File: src/rtl/mult_float_pipe.sv
// mult_float_pipe -- pipelined IEEE-754-format floating-point multiplier.
//
// Pipeline:
//   stage 1 : unpack, classify (zero / normal / Inf / NaN), fold special cases
//   stage 2 : (MAN_W+1)x(MAN_W+1) mantissa product, biased exponent sum
//   stage 3 : normalise, round, range-check, pack
//   LATENCY-3 further register stages delay the packed result.
// Subnormal inputs read as signed zero; subnormal results flush to signed zero.
// A result appears on the LATENCY-th ce-enabled edge, counting the edge that
// accepts the operands.
//
// Build option:
//   MULT_FLOAT_PIPE_RNE_EN  defined   -> round to nearest, ties to even
//                           undefined -> truncate (round toward zero)
//
// Parameters: EXP_W (exponent bits), MAN_W (stored mantissa bits),
//             LATENCY (3..8)
// Ports:
//   clk        in   rising-edge clock
//   rst        in   asynchronous active-high reset
//   ce         in   clock enable; low freezes every register
//   in_valid   in   a/b carry an operand pair this cycle
//   a, b       in   W-bit operands
//   out_valid  out  result holds a completed product
//   result     out  W-bit product
module mult_float_pipe #(
    parameter int  EXP_W   = 8,
    parameter int  MAN_W   = 23,
    parameter int  LATENCY = 3,
    localparam int W       = 1 + EXP_W + MAN_W
) (
    input  logic         clk,
    input  logic         rst,
    input  logic         ce,
    input  logic         in_valid,
    input  logic [W-1:0] a,
    input  logic [W-1:0] b,
    output logic         out_valid,
    output logic [W-1:0] result
);

    localparam int MW   = MAN_W + 1;          // mantissa with hidden bit
    localparam int PW   = 2 * MW;             // full product width
    localparam int EW2  = EXP_W + 2;          // signed exponent working width
    localparam int BIAS = (1 << (EXP_W - 1)) - 1;
    localparam int EMAX = (1 << EXP_W) - 1;
    localparam int XTRA = LATENCY - 3;

    localparam logic signed [EW2-1:0] EXP_INF = EW2'(EMAX);
    localparam logic signed [EW2-1:0] EXP_ONE = EW2'(1);
    localparam logic [W-1:0] QNAN = {1'b0, {EXP_W{1'b1}}, 1'b1, {(MAN_W-1){1'b0}}};

    // ---------------- stage 1: unpack / classify ----------------
    logic             sa, sb;
    logic [EXP_W-1:0] ea, eb;
    logic [MAN_W-1:0] ma, mb;
    logic             za, zb, ia, ib, na, nb;

    assign {sa, ea, ma} = a;
    assign {sb, eb, mb} = b;

    // Exponent zero covers both true zero and subnormals (flushed).
    assign za = (ea == '0);
    assign zb = (eb == '0);
    assign ia = (ea == '1) && (ma == '0);
    assign ib = (eb == '1) && (mb == '0);
    assign na = (ea == '1) && (ma != '0);
    assign nb = (eb == '1) && (mb != '0);

    logic             s1_sign_d, s1_zero_d, s1_inf_d, s1_nan_d;
    logic             s1_sign_q, s1_zero_q, s1_inf_q, s1_nan_q;
    logic [EXP_W-1:0] s1_ea_q, s1_eb_q;
    logic [MW-1:0]    s1_ma_q, s1_mb_q;

    assign s1_sign_d = sa ^ sb;
    assign s1_zero_d = za | zb;
    assign s1_inf_d  = ia | ib;
    // NaN operands and Inf*zero both collapse to the canonical quiet NaN.
    assign s1_nan_d  = na | nb | (ia & zb) | (ib & za);

    // ---------------- stage 2: product / exponent sum ----------------
    logic                  s2_sign_q, s2_zero_q, s2_inf_q, s2_nan_q;
    logic [PW-1:0]         s2_prod_d, s2_prod_q;
    logic signed [EW2-1:0] s2_exp_d, s2_exp_q;

    assign s2_prod_d = PW'(s1_ma_q) * PW'(s1_mb_q);
    assign s2_exp_d  = EW2'(s1_ea_q) + EW2'(s1_eb_q) - EW2'(BIAS);

    // ---------------- stage 3: normalise / round / pack ----------------
    logic [PW-1:0]         norm;
    logic signed [EW2-1:0] exp_n, exp_f;
    logic [MAN_W-1:0]      man_f;
    logic [W-1:0]          res_d;
    logic                  unused_bits;
`ifdef MULT_FLOAT_PIPE_RNE_EN
    logic                  rnd_up;
    logic [MAN_W:0]        man_r;
`endif

    always_comb begin
        // Product of two [1,2) values lies in [1,4): at most one shift left.
        norm  = s2_prod_q[PW-1] ? s2_prod_q : (s2_prod_q << 1);
        exp_n = s2_exp_q + EW2'(s2_prod_q[PW-1]);
        man_f = norm[PW-2 -: MAN_W];
        exp_f = exp_n;
`ifdef MULT_FLOAT_PIPE_RNE_EN
        // guard = norm[MAN_W], sticky = OR of everything below, lsb = norm[MAN_W+1]
        rnd_up = norm[MAN_W] & ((|norm[MAN_W-1:0]) | norm[MAN_W+1]);
        man_r  = {1'b0, man_f} + (MAN_W+1)'(rnd_up);
        if (man_r[MAN_W]) begin
            // Rounding rolled 1.11..1 over to 10.0: renormalise before range check.
            man_f = '0;
            exp_f = exp_n + EXP_ONE;
        end else begin
            man_f = man_r[MAN_W-1:0];
        end
`endif
        if (s2_nan_q)
            res_d = QNAN;
        else if (s2_inf_q)
            res_d = {s2_sign_q, {EXP_W{1'b1}}, {MAN_W{1'b0}}};
        else if (s2_zero_q)
            res_d = {s2_sign_q, {(W-1){1'b0}}};
        else if (exp_f >= EXP_INF)
            res_d = {s2_sign_q, {EXP_W{1'b1}}, {MAN_W{1'b0}}};
        else if (exp_f < EXP_ONE)
            res_d = {s2_sign_q, {(W-1){1'b0}}};
        else
            res_d = {s2_sign_q, exp_f[EXP_W-1:0], man_f};
    end

    // Hidden bit is implied after normalisation; the low product bits only
    // feed the rounding decision.
`ifdef MULT_FLOAT_PIPE_RNE_EN
    assign unused_bits = norm[PW-1];
`else
    assign unused_bits = ^{norm[PW-1], norm[MAN_W:0]};
`endif

    // ---------------- registers ----------------
    logic [LATENCY-1:0] vld_q;
    logic [W-1:0]       res_q [XTRA+1];

    always_ff @(posedge clk or posedge rst) begin
        if (rst) begin
            vld_q     <= '0;
            s1_sign_q <= 1'b0;
            s1_zero_q <= 1'b0;
            s1_inf_q  <= 1'b0;
            s1_nan_q  <= 1'b0;
            s1_ea_q   <= '0;
            s1_eb_q   <= '0;
            s1_ma_q   <= '0;
            s1_mb_q   <= '0;
            s2_sign_q <= 1'b0;
            s2_zero_q <= 1'b0;
            s2_inf_q  <= 1'b0;
            s2_nan_q  <= 1'b0;
            s2_prod_q <= '0;
            s2_exp_q  <= '0;
            for (int i = 0; i <= XTRA; i++) res_q[i] <= '0;
        end else if (ce) begin
            vld_q     <= {vld_q[LATENCY-2:0], in_valid};
            s1_sign_q <= s1_sign_d;
            s1_zero_q <= s1_zero_d;
            s1_inf_q  <= s1_inf_d;
            s1_nan_q  <= s1_nan_d;
            s1_ea_q   <= ea;
            s1_eb_q   <= eb;
            s1_ma_q   <= {1'b1, ma};
            s1_mb_q   <= {1'b1, mb};
            s2_sign_q <= s1_sign_q;
            s2_zero_q <= s1_zero_q;
            s2_inf_q  <= s1_inf_q;
            s2_nan_q  <= s1_nan_q;
            s2_prod_q <= s2_prod_d;
            s2_exp_q  <= s2_exp_d;
            res_q[0]  <= res_d;
            for (int i = 1; i <= XTRA; i++) res_q[i] <= res_q[i-1];
        end
    end

    assign out_valid = vld_q[LATENCY-1];
    assign result    = res_q[XTRA];

endmodule

File: config.mk
export PLATFORM = sky130hd
export DESIGN_NAME = mult_float_pipe
export DESIGN_NICKNAME = d
export VERILOG_FILES = /design/src/rtl/mult_float_pipe.sv
export SDC_FILE = /design/constraint.sdc
export NUM_CORES = 2
export LEC_CHECK = 0
export BUFFER_PORTS_ARGS = -buffer_cell sky130_fd_sc_hd__buf_2
export CAP_MARGIN = 20
export CORE_AREA = 2 2 215 217
export DETAILED_ROUTE_END_ITERATION = 7
export DIE_AREA = 0 0 217 219
export GPL_ROUTABILITY_DRIVEN = 0
export GPL_TIMING_DRIVEN = 0
export PLACE_DENSITY = 0.72
export SETUP_SLACK_MARGIN = 0.2
export SKIP_CTS_REPAIR_TIMING = 1
export SYNTH_ARGS = -nofsm -noshare
export SYNTH_HDL_FRONTEND = slang
export SYNTH_SLANG_ARGS = --single-unit
File: constraint.sdc
create_clock -name clk -period 10.3 [get_ports clk]
set_input_delay 1.03 -clock clk [delete_from_list [all_inputs] [get_ports clk]]
set_output_delay 1.03 -clock clk [all_outputs]
set_load 0.1 [all_outputs]
Word-level counts from Yosys, hierarchy flattened
Index checks and enable logic that the tools add are counted.

Register bits: 165. Input port bits: 68. Output and inout port bits: 33. Word-level logic and storage cells: 48.

Add/subtract/negate cells: 3. $mul: 1. Magnitude comparators: 2. Equality and inequality tests: 2. Multiplexer cells: 6. Bitwise operators: 8. Reduce and logical (&&, ||, !) cells: 10.

Operator list (count): two-way mux 31 bit (4); multiplier 24 x 24 -> 48 bit (1); two-way mux 47 bit (1); logical NOT 23 bit (2); nonzero test 23 bit (2); two-way mux 32 bit (1); equality test 8 bit, second input constant (2); logical NOT 8 bit (2); adder 10 x 1 -> 10 bit (1); >= comparator 10 x 9 -> 1 bit, second input constant (1); < comparator 10 x 2 -> 1 bit, second input constant (1); subtractor 9 x 7 -> 10 bit, second input constant (1); adder 8 x 8 -> 9 bit (1); bitwise OR 1 bit (5); logical AND 1 bit (4); AND 1 bit (2); bitwise XOR 1 bit (1).

Longest topological paths before layout
Word-level depth: 7. Depth in mapped cells: 27. Depth with buffers taken out: 26.

Worst setup path before layout
Ideal clock, no wire load.

Kind: register -> register. Start point: reg s1_mb_q[3]. End point: reg s2_prod_q[43]. Library setup time: 0.125 ns. Arrival time: 7.020 ns. Required time: 10.175 ns. Path slack: 3.155 ns. Stages on the path, launching flop included: 28. Buffers on the path: 1. Period minus slack after synthesis: 7.145 ns. Cell sequence: dfrtp_1 > clkbuf_1 > nand2_1 > fa_1 > inv_1 > fa_1 > inv_1 > fa_1 > inv_1 > fa_1 > inv_1 > fa_1 > inv_1 > fa_1 > inv_1 > fa_1 > inv_1 > ha_1 > nand3_2 > or3_1 > or2_0 > a211oi_2 > a31oi_1 > o31a_2 > o31ai_4 > a31oi_1 > xnor2_1 > mux2_2.

Word-level cells in the longest chain between the ends: 1.

Ends and longest elaborated chain: start: declaration (line 73) `logic [MW-1:0] s1_ma_q, s1_mb_q;`; start signal: assignment (line 171) `s1_mb_q <= {1'b1, mb};`; multiplier 24 x 24 -> 48 bit (line 86) `assign s2_prod_d = PW'(s1_ma_q) * PW'(s1_mb_q);`; end signal: assignment (line 176) `s2_prod_q <= s2_prod_d;`; end: declaration (line 83) `logic [PW-1:0] s2_prod_d, s2_prod_q;`.

No other way between the ends. A chain may end at the register's enable or synchronous reset.

Worst setup path after layout
Start point: reg s1_ma_q[16]. End point: reg s2_prod_q[41].

Word-level cells in the longest chain between the ends: 1.

Ends and longest elaborated chain: start: declaration (line 73); start signal: assignment (line 170) `s1_ma_q <= {1'b1, ma};`; multiplier 24 x 24 -> 48 bit (line 86).

No other way between the ends.

==> impl_metrics.ini <==
[die]
rows = 78
initial_core_util_pct = 54.6
ios = 101
core_um2 = 45100
die_w_um = 217
die_h_um = 219
dieArea_um2 = 47500

[timing]
clock_skew_ns = 0.0100
rsz0062_at_grt = no
finalCriticalPeriod_ns = 8.87
whs_ns = 0.477
final.period_utilization_pct = 86.1
fmax_mhz = 113
slew_violations = 0
worstMarginPinSlew_ns = 0.944
hold_viol_final = 0
setup_violations = 0
fin_setup_tns_ns = 0
maxSlewHeadroom_pct = 36.5

[drt]
via_per_inst = 5.70
wl_per_cell_um = 21.6
drtAntennaViolNets = 0
routed_wl_um = 71000
first_iter_violations = 1470
drc = 0
dr_total_vias = 18694
first_pass_iters = 5

[synthesis]
yosys_register_bits = 141
synth_cell_types = 72
syn_inst = 2548
yosysSeqAreaShare_pct = 14.3
yosysTopAreaCellShare_pct = 39.2
yosysTopAreaCell = fa_1
synth_edf_count = 0
async_reset_ff_share_pct = 100
mappedNetlistArea_um2 = 24600
syn_nets = 3285
synth_area_leaders = fa_1 (39%), dfrtp_1 (14%), ha_1 (9.5%)
synthFlopType = dfrtp_1
syn_avg_cell_area_um2 = 9.66
ys_warn_count = 0

[critical_path]
cp_max_fo = 10
crit_slowest_cell = clkbuf_1
startpoint = s1_ma_q[16]
cp_common_cell = fa_1
critPathLaunchType = flip-flop
criticalPathCategory = reg2reg
cp.required_ns = 10.62
endpoint_kind = flip-flop
cp_data_arrival_time_ns = 9.19
regToRegStartpoint = s1_ma_q[16]
worst_path_largest_cell_delay_ns = 0.70

[layout]
fillers = 3876
area_delta_synth_final_pct = 7.69
antenna_cells = 0
layout.nets = 3406
final_cell_mix = inv_1 (548), fa_1 (482), nand2_1 (327), and2_1 (282), ha_1 (187)
drive_above_1_share_pct = 9.36
layout_commonest_cell = inv_1

[clock_tree]
cts_max_path_buffers = 2
htree_levels = 4
cts_buffers = 17
clock-sinks = 141
cts_tree = yes
clkLatencyLatePin_ns = 0.44
clk_pin_slew_ns = 0.07
cts_root_buf = clkbuf_16

[global_route]
grt_overflow_total = 0
grt_usage_pct = 31.8
grt_max_degree = 95
antenna_found_initial = 3
grt_pass1_vias = 20418
grt_pass1_wl_um = 114000

[run]
drv_cap = 0

[status]
outcome = finished clean

[min_path]
hold_path_class = reg2reg
hold_start = result[13]

[place]
portBuffers = 100
hpwl_um = 59100
==> synth_stat cells, types with 4 or more instances <==
cell type and n:
nor2b_1 4, o2bb2ai_1 24, fa_1 482, ha_1 187, o22a_1 4, mux2i_1 24, nor4_1 14, xor2_1 9
clkbuf_1 114, dfrtp_1 141, o21bai_1 8, a21oi_1 46, o21ai_0 31, nand2_1 327, nor3_1 12, or3_1 4
xnor2_1 31, nor2_1 41, and2_1 282, nand4_1 18, nand3_1 8, a21o_1 21, inv_1 549, and3_1 4
mux2_2 91, a31oi_1 7
==> flip-flops by register name, summed over array words and instances, names as in the netlist, 3 cells and up <==
signal / flops
s1_mb_q: 23
s2_exp_q: 10
s1_ea_q: 8
vld_q: 3
s1_ma_q: 24
s2_prod_q: 25
s1_eb_q: 8
result: 32
==> cells by family (layout without fill, tap and decap cells) <==
| kind of cell | Yosys count | count (layout) | synth area share (%) |
|---|---|---|---|
| and+or+nand+nor | 727 | 727 | 14.7 |
| buffers and inverters | 676 | 810 | 10.6 |
| adders and majority gates | 669 | 669 | 48.7 |
| AOI/OAI and AO/OA | 180 | 180 | 5.11 |
| DFF | 141 | 141 | 14.3 |
| muxes | 115 | 115 | 5.14 |
| xor gates and xnor gates | 40 | 40 | 1.42 |
==> cell type report <==
class / count / area, µm² / area share (%)
multi-input cells: 1731 / 18500 / 69.8
plain buffers: 125 / 524 / 1.98
clock buffers: 17 / 425 / 1.61
repair buffers: 102 / 533 / 2.01
flip-flops and latches: 141 / 3530 / 13.3
clock inverters: 15 / 176 / 0.666
inverters: 551 / 2080 / 7.84
well taps: 600 / 751 / 2.83
==> worst paths after layout <==
kind / endpoint / slack, ns / cells after the start
max reg2reg: s2_prod_q[41] / 1.43 / 25
max: s2_prod_q[41] / 1.43 / 25
min in group asynchronous: s1_eb_q[5] / 0.61 / 2
max in group asynchronous: s2_prod_q[34] / 8.87 / 3
min reg2reg: result[13] / 0.48 / 1
min: result[13] / 0.48 / 1
==> metal layers <==
metal / GRT usage [%] / part of all wire [%] / up-vias
met4: 19.6 / 7.2 / 0
met2: 52.3 / 47 / 1074
met1: 39.2 / 37 / 9381
met3: 5.50 / 9.1 / 289
li1: - / - / 7950
met5: 0 / 0 / -
==> critical path, delay by kind of cell (launching register included) <==
| family | cells | cell delay [ns] |
|---|---|---|
| multiplexers | 1 | 0.28 |
| flip-flops | 1 | 0.61 |
| XOR/XNOR | 1 | 0.13 |
| AO/OA/AOI/OAI | 5 | 1.82 |
| buffers and inverters | 7 | 0.97 |
| AND/OR/NAND/NOR | 3 | 0.92 |
| adder cells (fa/ha/maj) | 8 | 4.01 |
==> through the flow <==
stage / utilization [%] / cells / setup WS (ns) / cell area, µm²
final: 58.8 / 3282 / 1.43 / 26500
after global routing: 58.8 / 3282 / 1.17 / 26500
after CTS: 58.8 / 3282 / 1.52 / 26500
after detailed placement: 57.4 / 3250 / 1.57 / 25900
after global placement: 57.4 / 3248 / 1.34 / 25900
after floorplan: - / 2548 / 3.16 / 24600
Power is left out: the tool's default activity adds up to more than one toggle a clock period on the data nets, which glitch-free logic cannot reach.
